$ cat config.mk
export PLATFORM = sky130hd
export DESIGN_NAME = alu_seq_flat
export DESIGN_NICKNAME = d
export VERILOG_FILES = /design/src/rtl/alu_seq_if.sv /design/src/rtl/alu_seq.sv /design/src/flat_wrapper.sv
export SDC_FILE = /design/constraint.sdc
export NUM_CORES = 1
export LEC_CHECK = 0
export BUFFER_PORTS_ARGS = -buffer_cell sky130_fd_sc_hd__buf_2
export CORE_ASPECT_RATIO = 1.1
export CORE_MARGIN = 2
export CORE_UTILIZATION = 40
export CTS_CLUSTER_SIZE = 28
export DETAILED_ROUTE_END_ITERATION = 7
export HOLD_SLACK_MARGIN = 0.08
export PLACE_DENSITY = 0.69
export SYNTH_ARGS = -nofsm -noshare
export SYNTH_HDL_FRONTEND = slang
export SYNTH_SLANG_ARGS = --single-unit
export TNS_END_PERCENT = 1
$ cat constraint.sdc
create_clock -name clk -period 9.85 [get_ports clk]
set_input_delay 2.4625 -clock clk [delete_from_list [all_inputs] [get_ports clk]]
set_output_delay 2.4625 -clock clk [all_outputs]
set_load 0.05 [all_outputs]
$ cat src/rtl/alu_seq_if.sv
// Request/response bundle between the execute-stage controller and alu_seq.
interface alu_seq_if #(
    parameter int unsigned WIDTH = 16,
    parameter int unsigned SHW   = $clog2(WIDTH)
);
    logic             in_valid;
    logic             in_ready;
    logic [3:0]       op;
    logic [WIDTH-1:0] a;
    logic [WIDTH-1:0] b;
    logic [SHW-1:0]   shamt;
    logic             abort;
    logic             out_valid;
    logic             out_ready;
    logic [WIDTH-1:0] result;
    logic             S;
    logic             Z;
    logic             C;
    logic             V;
    logic             illegal;

    // Pipeline controller side: issues requests, consumes results.
    modport master (
        output in_valid, op, a, b, shamt, abort, out_ready,
        input  in_ready, out_valid, result, S, Z, C, V, illegal
    );

    // ALU side.
    modport slave (
        input  in_valid, op, a, b, shamt, abort, out_ready,
        output in_ready, out_valid, result, S, Z, C, V, illegal
    );
endinterface

$ cat src/rtl/alu_seq.sv
// Multi-cycle ALU: single-cycle arithmetic/logic, iterative shifts and
// shift-add multiply, S/Z/C/V flag register, abort flush.
module alu_seq #(
    parameter int unsigned WIDTH = 16,
    parameter int unsigned SHW   = $clog2(WIDTH)
) (
    input  logic      clk,
    input  logic      rst,
    alu_seq_if.slave  io_alu
);
    // Counter must hold WIDTH for multiply, hence one bit above SHW.
    localparam int unsigned CW = SHW + 1;

    localparam logic [3:0] OP_ADD = 4'd0;
    localparam logic [3:0] OP_SUB = 4'd1;
    localparam logic [3:0] OP_AND = 4'd2;
    localparam logic [3:0] OP_OR  = 4'd3;
    localparam logic [3:0] OP_XOR = 4'd4;
    localparam logic [3:0] OP_CMP = 4'd5;
    localparam logic [3:0] OP_MOV = 4'd6;
    localparam logic [3:0] OP_NOP = 4'd7;
    localparam logic [3:0] OP_SLL = 4'd8;
    localparam logic [3:0] OP_ROL = 4'd9;
    localparam logic [3:0] OP_SRL = 4'd10;
    localparam logic [3:0] OP_SRA = 4'd11;
    localparam logic [3:0] OP_MUL = 4'd12;

    typedef enum logic [1:0] {
        ST_IDLE = 2'd0,
        ST_EXEC = 2'd1,
        ST_DONE = 2'd2
    } state_t;

    state_t           r_state;
    state_t           w_state_nxt;
    logic             w_accept;
    logic             w_finish;
    logic             w_iter;

    logic [3:0]       r_op;
    logic [WIDTH-1:0] r_a;
    logic [WIDTH-1:0] r_b;
    logic [WIDTH-1:0] r_hi;
    logic             r_shc;
    logic [CW-1:0]    r_cnt;
    logic [CW-1:0]    w_cnt_load;

    logic             r_in_ready;
    logic             r_out_valid;
    logic             r_illegal;
    logic [WIDTH-1:0] r_result;
    logic             r_s;
    logic             r_z;
    logic             r_c;
    logic             r_v;

    logic [WIDTH:0]   w_add_ext;
    logic [WIDTH:0]   w_sub_ext;
    logic [WIDTH:0]   w_mul_sum;
    logic [WIDTH-1:0] w_res;
    logic             w_s;
    logic             w_z;
    logic             w_c;
    logic             w_v;
    logic             w_ill;
    logic             w_std_flags;

    // State register.
    always_ff @(posedge clk) begin
        if (rst) begin
            r_state <= ST_IDLE;
        end else begin
            r_state <= w_state_nxt;
        end
    end

    // Next-state decode; abort overrides accept, completion and out_ready.
    always_comb begin
        w_state_nxt = r_state;
        w_accept    = 1'b0;
        w_finish    = 1'b0;
        case (r_state)
            ST_IDLE: begin
                if (!io_alu.abort && io_alu.in_valid && r_in_ready) begin
                    w_accept    = 1'b1;
                    w_state_nxt = ST_EXEC;
                end
            end
            ST_EXEC: begin
                if (io_alu.abort) begin
                    w_state_nxt = ST_IDLE;
                end else if (r_cnt == '0) begin
                    w_finish    = 1'b1;
                    w_state_nxt = ST_DONE;
                end
            end
            ST_DONE: begin
                if (io_alu.abort || io_alu.out_ready) begin
                    w_state_nxt = ST_IDLE;
                end
            end
            default: begin
                w_state_nxt = ST_IDLE;
            end
        endcase
    end

    // Iteration count loaded at accept: shamt for shifts, WIDTH for multiply.
    always_comb begin
        w_cnt_load = '0;
        case (io_alu.op)
            OP_SLL, OP_ROL, OP_SRL, OP_SRA: w_cnt_load = CW'(io_alu.shamt);
            OP_MUL:                         w_cnt_load = CW'(WIDTH);
            default:                        w_cnt_load = '0;
        endcase
    end

    assign w_iter    = (r_state == ST_EXEC) && !io_alu.abort && (r_cnt != '0);
    assign w_mul_sum = {1'b0, r_hi} + (r_b[0] ? {1'b0, r_a} : '0);

    // Operand capture and one shift / multiply step per EXEC cycle.
    always_ff @(posedge clk) begin
        if (rst) begin
            r_op  <= '0;
            r_a   <= '0;
            r_b   <= '0;
            r_hi  <= '0;
            r_shc <= 1'b0;
            r_cnt <= '0;
        end else if (w_accept) begin
            r_op  <= io_alu.op;
            r_a   <= io_alu.a;
            r_b   <= io_alu.b;
            r_hi  <= '0;
            r_shc <= 1'b0;
            r_cnt <= w_cnt_load;
        end else if (w_iter) begin
            r_cnt <= r_cnt - CW'(1);
            case (r_op)
                OP_SLL: begin
                    r_shc <= r_b[WIDTH-1];
                    r_b   <= {r_b[WIDTH-2:0], 1'b0};
                end
                OP_ROL: begin
                    r_b   <= {r_b[WIDTH-2:0], r_b[WIDTH-1]};
                end
                OP_SRL: begin
                    r_shc <= r_b[0];
                    r_b   <= {1'b0, r_b[WIDTH-1:1]};
                end
                OP_SRA: begin
                    r_shc <= r_b[0];
                    r_b   <= {r_b[WIDTH-1], r_b[WIDTH-1:1]};
                end
                OP_MUL: begin
                    // Product accumulates in {r_hi, r_b}; multiplier bits retire from r_b[0].
                    r_hi  <= w_mul_sum[WIDTH:1];
                    r_b   <= {w_mul_sum[0], r_b[WIDTH-1:1]};
                end
                default: begin
                    r_b   <= r_b;
                end
            endcase
        end
    end

    // Final result and flag values presented on the completing EXEC cycle.
    always_comb begin
        w_add_ext   = {r_a[WIDTH-1], r_a} + {r_b[WIDTH-1], r_b};
        w_sub_ext   = {r_a[WIDTH-1], r_a} - {r_b[WIDTH-1], r_b};
        w_res       = '0;
        w_s         = r_s;
        w_z         = r_z;
        w_c         = r_c;
        w_v         = r_v;
        w_ill       = 1'b0;
        w_std_flags = 1'b0;
        case (r_op)
            OP_ADD: begin
                w_res = w_add_ext[WIDTH-1:0];
                w_s   = w_add_ext[WIDTH];
                w_z   = (w_add_ext[WIDTH-1:0] == '0);
                // Unsigned carry recovered from the sign-extended sum.
                w_c   = w_add_ext[WIDTH] ^ r_a[WIDTH-1] ^ r_b[WIDTH-1];
                w_v   = w_add_ext[WIDTH] ^ w_add_ext[WIDTH-1];
            end
            OP_SUB, OP_CMP: begin
                w_res = (r_op == OP_CMP) ? r_a : w_sub_ext[WIDTH-1:0];
                w_s   = w_sub_ext[WIDTH];
                w_z   = (w_sub_ext[WIDTH-1:0] == '0);
                w_c   = (r_a < r_b);
                w_v   = w_sub_ext[WIDTH] ^ w_sub_ext[WIDTH-1];
            end
            OP_AND: begin
                w_res = r_a & r_b;
                w_c   = 1'b0;
                w_std_flags = 1'b1;
            end
            OP_OR: begin
                w_res = r_a | r_b;
                w_c   = 1'b0;
                w_std_flags = 1'b1;
            end
            OP_XOR: begin
                w_res = r_a ^ r_b;
                w_c   = 1'b0;
                w_std_flags = 1'b1;
            end
            OP_MOV: begin
                w_res = r_b;
                w_c   = 1'b0;
                w_std_flags = 1'b1;
            end
            OP_NOP: begin
                w_res = r_a;
            end
            OP_SLL, OP_ROL, OP_SRL, OP_SRA: begin
                w_res = r_b;
                w_c   = r_shc;
                w_std_flags = 1'b1;
            end
            OP_MUL: begin
                w_res = r_b;
                w_c   = |r_hi;
                w_std_flags = 1'b1;
            end
            default: begin
                w_res = '0;
                w_ill = 1'b1;
            end
        endcase
        if (w_std_flags) begin
            w_s = w_res[WIDTH-1];
            w_z = (w_res == '0);
            w_v = 1'b0;
        end
    end

    // Result, flags and handshake outputs; flags only move on completion.
    always_ff @(posedge clk) begin
        if (rst) begin
            r_result    <= '0;
            r_s         <= 1'b0;
            r_z         <= 1'b0;
            r_c         <= 1'b0;
            r_v         <= 1'b0;
            r_illegal   <= 1'b0;
            r_out_valid <= 1'b0;
            r_in_ready  <= 1'b0;
        end else begin
            if (w_finish) begin
                r_result  <= w_res;
                r_s       <= w_s;
                r_z       <= w_z;
                r_c       <= w_c;
                r_v       <= w_v;
                r_illegal <= w_ill;
            end else if (w_state_nxt != ST_DONE) begin
                r_illegal <= 1'b0;
            end
            r_out_valid <= (w_state_nxt == ST_DONE);
            r_in_ready  <= (w_state_nxt == ST_IDLE);
        end
    end

    assign io_alu.in_ready  = r_in_ready;
    assign io_alu.out_valid = r_out_valid;
    assign io_alu.result    = r_result;
    assign io_alu.S         = r_s;
    assign io_alu.Z         = r_z;
    assign io_alu.C         = r_c;
    assign io_alu.V         = r_v;
    assign io_alu.illegal   = r_illegal;

endmodule
$ cat src/flat_wrapper.sv
// flat-port wrapper written by rule: the top's interface ports become plain ports
module alu_seq_flat 
#(
    parameter int unsigned WIDTH = 16,
    parameter int unsigned SHW   = $clog2(WIDTH)
)
  (clk, rst, io_alu_in_valid, io_alu_op, io_alu_a, io_alu_b, io_alu_shamt, io_alu_abort, io_alu_out_ready, io_alu_in_ready, io_alu_out_valid, io_alu_result, io_alu_S, io_alu_Z, io_alu_C, io_alu_V, io_alu_illegal);
  alu_seq_if #(.WIDTH(WIDTH), .SHW(SHW)) io_alu_i ();
  input  logic clk;
  input  logic rst;
  input wire logic [$bits(io_alu_i.in_valid)-1:0] io_alu_in_valid;
  input wire logic [$bits(io_alu_i.op)-1:0] io_alu_op;
  input wire logic [$bits(io_alu_i.a)-1:0] io_alu_a;
  input wire logic [$bits(io_alu_i.b)-1:0] io_alu_b;
  input wire logic [$bits(io_alu_i.shamt)-1:0] io_alu_shamt;
  input wire logic [$bits(io_alu_i.abort)-1:0] io_alu_abort;
  input wire logic [$bits(io_alu_i.out_ready)-1:0] io_alu_out_ready;
  output wire logic [$bits(io_alu_i.in_ready)-1:0] io_alu_in_ready;
  output wire logic [$bits(io_alu_i.out_valid)-1:0] io_alu_out_valid;
  output wire logic [$bits(io_alu_i.result)-1:0] io_alu_result;
  output wire logic [$bits(io_alu_i.S)-1:0] io_alu_S;
  output wire logic [$bits(io_alu_i.Z)-1:0] io_alu_Z;
  output wire logic [$bits(io_alu_i.C)-1:0] io_alu_C;
  output wire logic [$bits(io_alu_i.V)-1:0] io_alu_V;
  output wire logic [$bits(io_alu_i.illegal)-1:0] io_alu_illegal;
  assign io_alu_i.in_valid = io_alu_in_valid;
  assign io_alu_i.op = io_alu_op;
  assign io_alu_i.a = io_alu_a;
  assign io_alu_i.b = io_alu_b;
  assign io_alu_i.shamt = io_alu_shamt;
  assign io_alu_i.abort = io_alu_abort;
  assign io_alu_i.out_ready = io_alu_out_ready;
  assign io_alu_in_ready = io_alu_i.in_ready;
  assign io_alu_out_valid = io_alu_i.out_valid;
  assign io_alu_result = io_alu_i.result;
  assign io_alu_S = io_alu_i.S;
  assign io_alu_Z = io_alu_i.Z;
  assign io_alu_C = io_alu_i.C;
  assign io_alu_V = io_alu_i.V;
  assign io_alu_illegal = io_alu_i.illegal;
  alu_seq #(.WIDTH(WIDTH), .SHW(SHW)) u_core (.clk(clk), .rst(rst), .io_alu(io_alu_i));
endmodule
; ---- Yosys cells after proc, flatten, opt, wreduce, memory -nomap -nowiden
; Index checks and enable logic that the tools add are counted.
[classes]
n_addsub = 4
order_cmp = 1
eq_ne = 22
n_mux = 31
bitwise = 7
n_reduce_logical = 37
[op_table]
columns = cell, count
row1 = one-hot mux 16 bit (7 select lines), 1
row2 = one-hot mux 16 bit (5 select lines), 1
row3 = 2-to-1 mux 16 bit, 4
row4 = logical NOT 16 bit, 3
row5 = "== test 4 bit, second input constant", 10
row6 = adder 16 x 16 -> 17 bit, 1
row7 = adder 16 x 17 -> 17 bit, 1
row8 = subtractor 16 x 16 -> 17 bit, 1
row9 = bitwise AND 16 bit, 1
row10 = "== test 4 x 3 -> 1 bit, second input constant", 4
row11 = less-than comparator 16 bit, 1
row12 = OR 16 bit, 1
row13 = OR reduction 16 bit, 1
row14 = bitwise XOR 16 bit, 1
row15 = nonzero test 5 bit, 3
row16 = OR reduction 13 bit, 1
row17 = 2-to-1 mux 1 bit, 12
row18 = OR reduction 4 bit, 3
row19 = 2-to-1 mux 5 bit, 2
row20 = one-hot mux 5 bit (2 select lines), 1
row21 = AND reduction 2 bit, 5
row22 = OR reduction 9 bit, 1
row23 = "== test 4 x 2 -> 1 bit, second input constant", 2
row24 = 2-to-1 mux 2 bit, 4
row25 = 22 further kinds, 37
[totals]
regBits = 83
input_bits = 45
out_inout_bits = 23
elab_cells = 118

; ---- Longest topological paths before layout
; Gate-level depths: netlist of run 1.
[logic_depth]
ltp_word = 8
ltp_mapped = 13
mapped_depth_nobuf = 13

; ---- Least setup slack after synthesis of run 1
; No wires, ideal clock.
[synth_path]
kind = in2reg
start = input port io_alu_abort
end = register u_core.r_b[4]
setup_time_ps = 128
t_arrival_ps = 4153
required_ps = 9722
slack_ps = 5569
stages = 7
path_buffers = 3
path_cell_list = clkbuf_1 > nor4_1 > a31oi_1 > clkbuf_1 > clkbuf_1 > a21oi_1 > nor2_1
[synth_between]
elab_chain_cells = 7
elab_cells_between_ends = 11
cone_classes = mux: 3 / reduce/logical: 8
[synth_rtl]
columns = element, line_no
row1 = start: declaration, flat_wrapper.sv:16  ; input wire logic [$bits(io_alu_i.abort)-1:0] io_alu_abort;
row2 = logical NOT 1 bit *, "alu_seq.sv:84, alu_seq.sv:118"
row3 = logical AND 1 bit (2 in series), alu_seq.sv:84  ; if (!io_alu.abort && io_alu.in_valid && r_in_ready) begin
row4 = 2-to-1 mux 1 bit, alu_seq.sv:84
row5 = 2-to-1 mux 1 bit, alu_seq.sv:82  ; case (r_state)
row6 = nonzero test 6 bit (no source line) or nonzero test 2 bit (tied branches), n/a
row7 = AND reduction 2 bit (no source line), n/a
row8 = end signal: assignment, alu_seq.sv:133  ; r_b <= io_alu.b;
row9 = end signal: assignment, alu_seq.sv:142  ; r_b <= {r_b[WIDTH-2:0], 1'b0};
row10 = end signal: assignment, alu_seq.sv:145  ; r_b <= {r_b[WIDTH-2:0], r_b[WIDTH-1]};
row11 = end: declaration, alu_seq.sv:42  ; logic [WIDTH-1:0] r_b;
; Mark *: on every way between the ends. The rest lies on a longest branch, timed or not.
; A chain may end at the register's enable or synchronous reset.

; ---- Worst setup path in the final report of run 1
[layout_path]
start = input port io_alu_abort
end = register u_core.r_hi[8]
[layout_between]
elab_chain_cells = 6
elab_cells_between_ends = 9
cone_classes = mux: 2 / reduce/logical: 7
[layout_rtl]
columns = element, line_no
row1 = logical NOT 1 bit *, "alu_seq.sv:84, alu_seq.sv:118"
row2 = logical AND 1 bit (2 in series), alu_seq.sv:84
row3 = 2-to-1 mux 1 bit, alu_seq.sv:84
row4 = 2-to-1 mux 1 bit, alu_seq.sv:82
row5 = OR reduction 2 bit (no source line), n/a
row6 = end signal: assignment, alu_seq.sv:157  ; r_hi <= w_mul_sum[WIDTH:1];
row7 = end: declaration, alu_seq.sv:43  ; logic [WIDTH-1:0] r_hi;
; Marks and branches as above.

==> run_results.csv, run 1 <==
group,metric,value,unit
sta,period_needed,4.91,ns
cts,cts_buffers,9,
pwr,power.density,113,nW/µm²
critical_path,cp_data_required_time,10.12,ns
sta,max_freq,204,MHz
sta,final.setup.tns,0,ns
floorplan,dieHeight,148,µm
critical_path,critPathArrivalTime,5.17,ns
logic_synthesis,ys_top_cells_by_area,"dfxtp_1 22%, ha_1 11%, a21oi_1 7.7%",
placement,portBuffers,67,
sta,worstMarginPinSlew,1.14,ns
pwr,peakVddDrop,0.0740,mV
logic_synthesis,synthArstFlopShare,0,
floorplan,num_rows,52,
global_routing,globalRoute.totalOverflow,0,
cts,ctsResizeCount,0,
finish,fin_nets,1186,
logic_synthesis,seq_area_frac_synth,0.221,
logic_synthesis,ys_warn_count,0,
route,viasPerCell,6.10,
route,drt_wl_total,24800,µm
logic_synthesis,synth_compound_area_frac,0.311,
finish,n_antenna_cell,0,
logic_synthesis,synth_simple_gate_area_share,0.241,
critical_path,cp_max_fo,22,
logic_synthesis,synth-seq-cells,83,
min_path,holdCritPathClass,"reg2reg",
logic_synthesis,synth_area,7530,µm²
sta,setup_violations,0,
placement,dp_slack,4.56,ns
critical_path,crit_type,"in2reg",
cts,htree_levels,3,
cts,path_clk_slew,0.07,ns
logic_synthesis,synth_ff_type,"dfxtp_1",
finish,drive_above_1_share,0.104,
route,vias,8038,
finish,n_fill_cell,1901,
sta,rsz0062_at_grt,"false",
sta,slew_headroom,0.243,
floorplan,ios,68,
cts,insertion_delay,0.36,ns
floorplan,fp.dieArea,19900,µm²
sta,fin_worst_skew,0.0138,ns
global_routing,grt_start_max_net_pins,65,
floorplan,initial_core_util,0.409,
cts,hold_buffers,0,
sta,timing.final.ws_setup,4.94,ns
pwr,p_leak,0.00323,µW
logic_synthesis,synth_top_family_by_area,"compound AO/OA/AOI/OAI gates",
logic_synthesis,netlist.area_leader.share,0.221,
logic_synthesis,ys_types,80,
cts,post_cts_buffers,0,
logic_synthesis,yosys.area_share.adder,0.122,
global_routing,grt.total_usage,0.250,
run,maxCapViolCount,0,
floorplan,core-area,18400,µm²
floorplan,die-width,135,µm
global_routing,grt_antenna_before_repair,0,
route,drt-initial-drc-count,902,
cts,ctsRootBufferMaster,"clkbuf_16",
sta,drv_slew,0,
placement,hpwl,18000,µm
sta,timing.hold.ws,0.458,ns
critical_path,endpoint_kind,"flip-flop",
logic_synthesis,yosysTopAreaCell,"dfxtp_1",
logic_synthesis,syn_inst,1055,
route,wire_per_inst,18.8,µm
logic_synthesis,synth_mux_area_frac,0.00681,
cts,ctsLongestPathBuffers,2,
cts,cts.sinks,83,
placement,globalplace.congestion,0.994,
global_routing,grt_pass1_vias,7423,
logic_synthesis,synthXorXnorAreaFrac,0.0302,
finish,syn_to_final_growth,10.1,%
outcome,violations,"DRC",
logic_synthesis,synth_edf_count,0,
outcome,status,"complete, but fails checks",
logic_synthesis,syn_nets,1171,
critical_path,start_kind,"primary input",
route,dr.pass1.iters,8,
route,antenna_left,0,
global_routing,grt_pass1_wl,39700,µm
route,drcViolationCount,4,
sta,fin_crit_sh,0.498,
logic_synthesis,syn_avg_cell_area,7.14,µm²
sta,hold_violations,0,
cts,tritoncts,"built",
final timing paths:
check | startpoint | endpoint | slack [ns] | cells after the start
min reg2reg | u_core.io_alu.result[15] | u_core.io_alu.result[15] | 0.46 | 2
max reg2reg | u_core.r_op[1] | u_core.io_alu.Z | 5.88 | 10
max | io_alu_abort | u_core.r_hi[8] | 4.94 | 5
min | u_core.io_alu.result[15] | u_core.io_alu.result[15] | 0.46 | 2
per-layer routing:
metal / part of all wire / vias to the layer above / track usage / wire length (µm)
met3: 0.073 / 85 / 0.0394 / 1820
met2: 0.45 / 353 / 0.391 / 11200
met4: 0.053 / 0 / 0.126 / 1310
met5: 0 / - / 0 / 0
li1: - / 3877 / - / -
met1: 0.42 / 3723 / 0.332 / 10500
metrics by stage:
stage,util,total power [µW],cells,instance area (µm²)
after detailed placement,0.432,547,1302,7960
after floorplan,-,492,1055,7530
after CTS,0.450,937,1318,8290
after global routing,0.450,973,1318,8290
after global placement,0.432,545,1302,7960
final,0.450,935,1318,8290
cell families (layout without fill, tap and decap cells):
| family | Yosys count | after routing |
|---|---|---|
| compound gates | 344 | 344 |
| simple gates | 395 | 395 |
| xor+xnor | 26 | 26 |
| buf+inv | 130 | 150 |
| flops | 83 | 83 |
| mux | 5 | 5 |
| fa+ha+maj | 72 | 72 |
cell usage after synthesis, types with 14 or more instances:
| master | n |
|---|---|
| xnor2_1 | 17 |
| nand2_1 | 114 |
| ha_1 | 68 |
| nor3_1 | 35 |
| nor2b_1 | 17 |
| dfxtp_1 | 83 |
| nor2_1 | 134 |
| a21o_1 | 14 |
| a211oi_1 | 37 |
| o21ai_0 | 29 |
| clkbuf_1 | 57 |
| nand3_1 | 23 |
| o211ai_1 | 15 |
| a21oi_1 | 116 |
| inv_1 | 55 |
report_power, final:
group | total [µW] | switching, µW | internal, µW
clock network | 389 | 158 | 232
registers | 352 | 9.55 | 342
logic | 194 | 128 | 66.4
total | 935 | 295 | 640
layout make-up:
class,count,area (µm²),area share
clock inverter,6,93.8,0.0113
inverter,57,214,0.0258
sequential,83,1660,0.200
multi-input combinational,842,5370,0.647
tap,243,304,0.0367
timing repair buffer,77,410,0.0495
clock buffer,10,239,0.0288
critical path: stages:
cell and delay, ns:
buf_2 0.14, nor3_1 0.86, nand4_1 0.93, or3_1 0.62, a21oi_1 0.14
registers in the layout, indices dropped and copies added, names as in the netlist, 2 cells and up:
name / count
u_core.io_alu.result: 16
u_core.r_a: 16
u_core.r_b: 16
u_core.r_hi: 16
u_core.r_cnt: 5
u_core.r_op: 4
u_core.r_state: 2
placed cells by master, fill, tap and decap left out, types with 10 or more instances in the layout:
cell / count
nand2b_1: 10
nor2b_1: 17
nor4_1: 12
nand3_1: 23
dfxtp_1: 83
a21o_1: 14
nand2_1: 114
a211oi_1: 37
o21ai_0: 29
nor3_1: 35
buf_4: 10
inv_1: 55
nor2_1: 134
a221oi_1: 10
ha_1: 68
xnor2_1: 17
buf_2: 67
a21oi_1: 116
o211ai_1: 15
No activity file was read; power rests on OpenSTA's default activity.
==> run 2, diff against run 1 <==
- PLACE_DENSITY: 0.69 -> 0.72
- clock period: 9.85 -> 4.43 ns (I/O delays scaled with it)
==> run_results.csv, run 2 (synthesized netlist as in run 1, its figures left out) <==
group,metric,value,unit
finish,regArea,1660,µm²
cts,ctsRootBufferMaster,"clkbuf_16",
pwr,power.density,233,nW/µm²
cts,post_cts_buffers,0,
sta,worstMarginPinSlew,1.05,ns
pwr,pwr-share-clk,0.373,
sta,rsz0062_at_grt,"false",
sta,fin_worst_skew,0.00550,ns
critical_path,crit_path_max_incr_delay,0.51,ns
route,antenna_left,0,
pwr,comb_power_share,0.225,
cts,tritoncts,"built",
floorplan,num_rows,52,
finish,drive_above_1_share,0.115,
finish,fin_nets,1199,
run,maxCapViolCount,0,
cts,ctsLongestPathBuffers,2,
finish,fin_util,0.453,
finish,multi_input_area,5370,µm²
floorplan,die-width,135,µm
placement,portBuffers,67,
critical_path,cp_data_required_time,4.69,ns
floorplan,ios,68,
sta,drv_slew,0,
finish,stdcell_count,1331,
sta,fin_crit_sh,0.858,
route,drcViolationCount,0,
placement,dp_slack,0.697,ns
floorplan,initial_core_util,0.409,
finish,n_fill_cell,1870,
pwr,power.internal,1300,µW
sta,max_freq,263,MHz
route,viasPerCell,6.09,
route,vias,8107,
cts,ctsResizeCount,0,
sta,slew_headroom,0.302,
placement,globalplace.congestion,1.02,
route,drt_wl_total,25800,µm
placement,hpwl,19400,µm
global_routing,grt_antenna_before_repair,0,
global_routing,grt.total_usage,0.260,
outcome,status,"completed",
critical_path,crit_slowest_cell,"a221oi_1",
placement,placed_cells,1315,
pwr,seq_power_share,0.403,
route,drt-initial-drc-count,782,
critical_path,cp_max_fo,5,
route,wire_per_inst,19.4,µm
global_routing,grt_pass1_wl,40800,µm
sta,setup_violations,0,
global_routing,globalRoute.totalOverflow,0,
floorplan,fp.dieArea,19900,µm²
global_routing,grt_start_max_net_pins,64,
cts,path_clk_slew,0.06,ns
cts,htree_levels,3,
sta,timing.final.ws_setup,0.627,ns
pwr,peakVddDrop,0.223,mV
min_path,holdCritPathClass,"reg2reg",
finish,n_antenna_cell,0,
finish,layout_commonest_cell,"nor2_1",
route,dr.pass1.iters,6,
sta,period_needed,3.80,ns
global_routing,grt_pass1_vias,7683,
cts,insertion_delay,0.35,ns
sta,hold_violations,0,
critical_path,endpoint_kind,"flip-flop",
cts,cts.sinks,83,
cts,cts_buffers,9,
pwr,switchingPower,645,µW
sta,final.setup.tns,0,ns
critical_path,crit_type,"reg2reg",
critical_path,critPathArrivalTime,4.06,ns
critical_path,start_kind,"flip-flop",
cts,hold_buffers,0,
floorplan,core-area,18400,µm²
finish,syn_to_final_growth,10.8,%
pwr,switching_share,0.332,
finish,final_cell_mix,"134 x nor2_1, 116 x a21oi_1, 114 x nand2_1, 83 x dfxtp_1, 68 x ha_1",
floorplan,dieHeight,148,µm
pwr,p_leak,0.00327,µW
critical_path,timing.critical_path.cells,"inv_1 > ha_1 > fa_1 > or2_2 > a211oi_1 > o21bai_1 > nand3_1 > o211ai_1 > a221oi_1 > nand4b_1 > or4_1 > o41ai_2",
[run 2: cell type report]
cell class | count | share of cell area
multi-input cells | 842 | 0.644
repair buffers | 90 | 0.0609
flip-flops and latches | 83 | 0.199
clock buffers | 10 | 0.0275
clock inverters | 6 | 0.00600
inverters | 57 | 0.0257
well taps | 243 | 0.0365
[run 2: per-layer routing]
layer  share of wire  wire length, µm  track usage
met4           0.043             1100        0.133
met1            0.42            10900        0.335
met2            0.47            12000        0.415
met3           0.071             1830       0.0453
met5               0                0            0
[run 2: path summary, 6_finish.rpt]
path | from | to | slack, ns | cells after the start
worst max-delay path | u_core.r_a[0] | u_core.io_alu.Z | 0.63 | 12
worst min-delay path | u_core.io_alu.result[15] | u_core.io_alu.result[15] | 0.46 | 2
worst max register to register | u_core.r_a[0] | u_core.io_alu.Z | 0.63 | 12
worst min register to register | u_core.io_alu.result[15] | u_core.io_alu.result[15] | 0.46 | 2
[run 2: worst max-delay path: cells and delay by family, from the launching register on]
| family | cells | cell delay, ns |
|---|---|---|
| DFF | 1 | 0.38 |
| AOI/OAI and AO/OA | 5 | 1.46 |
| and+or+nand+nor | 4 | 1.15 |
| buffers and inverters | 1 | 0.08 |
| adders and majority gates | 2 | 0.64 |
[run 2: power by group through the flow]
stage	logic (µW)	registers [µW]	clock network (µW)
after detailed placement	425	798	0
after global routing	476	784	767
after global placement	423	798	0
final	437	782	724
after CTS	426	781	741
after floorplan	289	804	0
[run 2: through the flow]
step	cell area [µm²]	power, µW	hold WS, ns
global placement	8060	1220	0.445
finish	8340	1940	0.455
floorplan	7530	1090	0.448
global route	8340	2030	0.470
CTS	8340	1950	0.460
detailed placement	8060	1220	0.452
==> run 3, diff against run 2 <==
- REMOVE_ABC_BUFFERS: not set -> 1
==> run_results.csv, run 3 (synthesized netlist as in run 1, its figures left out) <==
group,metric,value,unit
sta,timing.final.ws_setup,0.712,ns
finish,final_cell_mix,"134 x nor2_1, 116 x a21oi_1, 114 x nand2_1, 83 x dfxtp_1, 68 x ha_1",
run,maxCapViolCount,0,
critical_path,endpoint_kind,"flip-flop",
critical_path,reg2reg_to,"u_core.io_alu.Z",
route,viasPerCell,6.06,
sta,drv_slew,0,
floorplan,die-width,135,µm
critical_path,crit_buf_inv,1,
finish,layout_commonest_cell,"nor2_1",
finish,syn_to_final_growth,10.7,%
pwr,p_total,1980,µW
min_path,holdCritPathClass,"reg2reg",
sta,rsz0062_at_grt,"false",
placement,dp_slack,0.742,ns
critical_path,timing.critical_path.cells,"inv_1 > ha_1 > fa_1 > or2_2 > a211oi_1 > o22ai_1 > o31ai_1 > xnor2_1 > o221ai_1 > or4_1 > o41ai_2",
sta,fin_worst_skew,0.00521,ns
critical_path,crit_type,"reg2reg",
placement,hpwl,18100,µm
sta,fin_crit_sh,0.839,
critical_path,crit_slowest_cell,"or4_1",
critical_path,cp_data_required_time,4.69,ns
floorplan,initial_core_util,0.409,
sta,worstMarginPinSlew,1.02,ns
critical_path,critPathArrivalTime,3.98,ns
sta,period_needed,3.72,ns
route,dr.pass1.iters,8,
route,drt-initial-drc-count,730,
min_path,holdPathStages,2,
sta,max_freq,269,MHz
critical_path,cp_max_fo,5,
critical_path,path_delay_family,"compound AO/OA/AOI/OAI gates",
global_routing,grt_pass1_wl,38300,µm
critical_path,critPathCapture,"u_core.io_alu.Z",
cts,htree_levels,3,
finish,drive_above_1_share,0.112,
cts,ctsLongestPathBuffers,2,
floorplan,ios,68,
global_routing,grt_start_max_net_pins,64,
placement,portBuffers,67,
critical_path,startpoint,"u_core.r_a[0]",
cts,insertion_delay,0.36,ns
route,vias,8052,
cts,ctsResizeCount,0,
critical_path,start_kind,"flip-flop",
cts,hold_buffers,0,
pwr,p_leak,0.00327,µW
floorplan,num_rows,52,
global_routing,grt.total_usage,0.241,
finish,n_antenna_cell,0,
route,drt_wl_total,24100,µm
placement,globalplace.congestion,0.961,
critical_path,ff2ff_path_depth,11,
floorplan,dieHeight,148,µm
route,drcViolationCount,0,
cts,path_clk_slew,0.06,ns
global_routing,grt_pass1_vias,7342,
outcome,status,"completed",
cts,ctsRootBufferMaster,"clkbuf_16",
finish,n_fill_cell,1904,
floorplan,fp.dieArea,19900,µm²
pwr,peakVddDrop,0.186,mV
route,wire_per_inst,18.2,µm
cts,cts.sinks,83,
sta,hold_violations,0,
cts,tritoncts,"built",
sta,slew_headroom,0.317,
finish,fin_nets,1197,
global_routing,grt_antenna_before_repair,0,
critical_path,path_depth,11,
critical_path,r2r-start,"u_core.r_a[0]",
global_routing,globalRoute.totalOverflow,0,
critical_path,crit_path_max_incr_delay,0.57,ns
floorplan,core-area,18400,µm²
cts,cts_buffers,9,
pwr,power.density,237,nW/µm²
cts,post_cts_buffers,0,
route,antenna_left,0,
sta,setup_violations,0,
critical_path,r2r_setup_slack,0.71,ns
[run 3: tightest hold or removal path: cells and delay by family, from the launching register on]
family / cells / cell delay, ns
DFF: 1 / 0.30
and+or+nand+nor: 1 / 0.05
AOI/OAI and AO/OA: 1 / 0.05
[run 3: worst min-delay path by stage]
stage | to | start | slack, ns
global route | u_core.io_alu.result[5] | u_core.io_alu.result[5] | 0.48
CTS | u_core.io_alu.result[15] | u_core.io_alu.result[15] | 0.46
finish | u_core.io_alu.result[15] | u_core.io_alu.result[15] | 0.45
global placement | u_core.io_alu.C | u_core.io_alu.C | 0.44
detailed placement | u_core.io_alu.result[15] | u_core.io_alu.result[15] | 0.45
floorplan | u_core.r_cnt[4] | u_core.r_cnt[4] | 0.44
[run 3: per-stage QoR]
step	hold slack [ns]	area [µm²]	setup TNS, ns	cells	utilization
6_report	0.451	8330	0	1328	0.453
5_1_grt	0.481	8330	0	1328	0.453
4_1_cts	0.455	8330	0	1328	0.453
3_5_place_dp	0.447	8040	0	1313	0.437
3_3_place_gp	0.440	8040	0	1313	0.437
2_1_floorplan	0.442	7230	-3.70	982	-
[run 3: layout make-up]
type	instances	area, µm²	area share
inverters	57	214	0.0257
flip-flops and latches	83	1660	0.199
repair buffers	88	493	0.0592
clock buffers	11	243	0.0291
multi-input cells	842	5370	0.644
clock inverters	4	51.3	0.00616
well taps	243	304	0.0365
[run 3: power by group]
part | internal (µW) | switching [µW] | leakage, µW
registers | 761 | 19.2 | 0.000671
logic | 152 | 276 | 0.00246
clock network | 449 | 321 | 0.000142
total | 1360 | 617 | 0.00327
[run 3: routing by layer]
metal	global-route usage	share of wire	wire length, µm	vias to the layer above
li1	-	-	-	3896
met1	0.326	0.44	10600	3750
met2	0.378	0.45	10800	345
met3	0.0401	0.077	1850	61
met4	0.101	0.035	853	0
met5	0	0	0	-
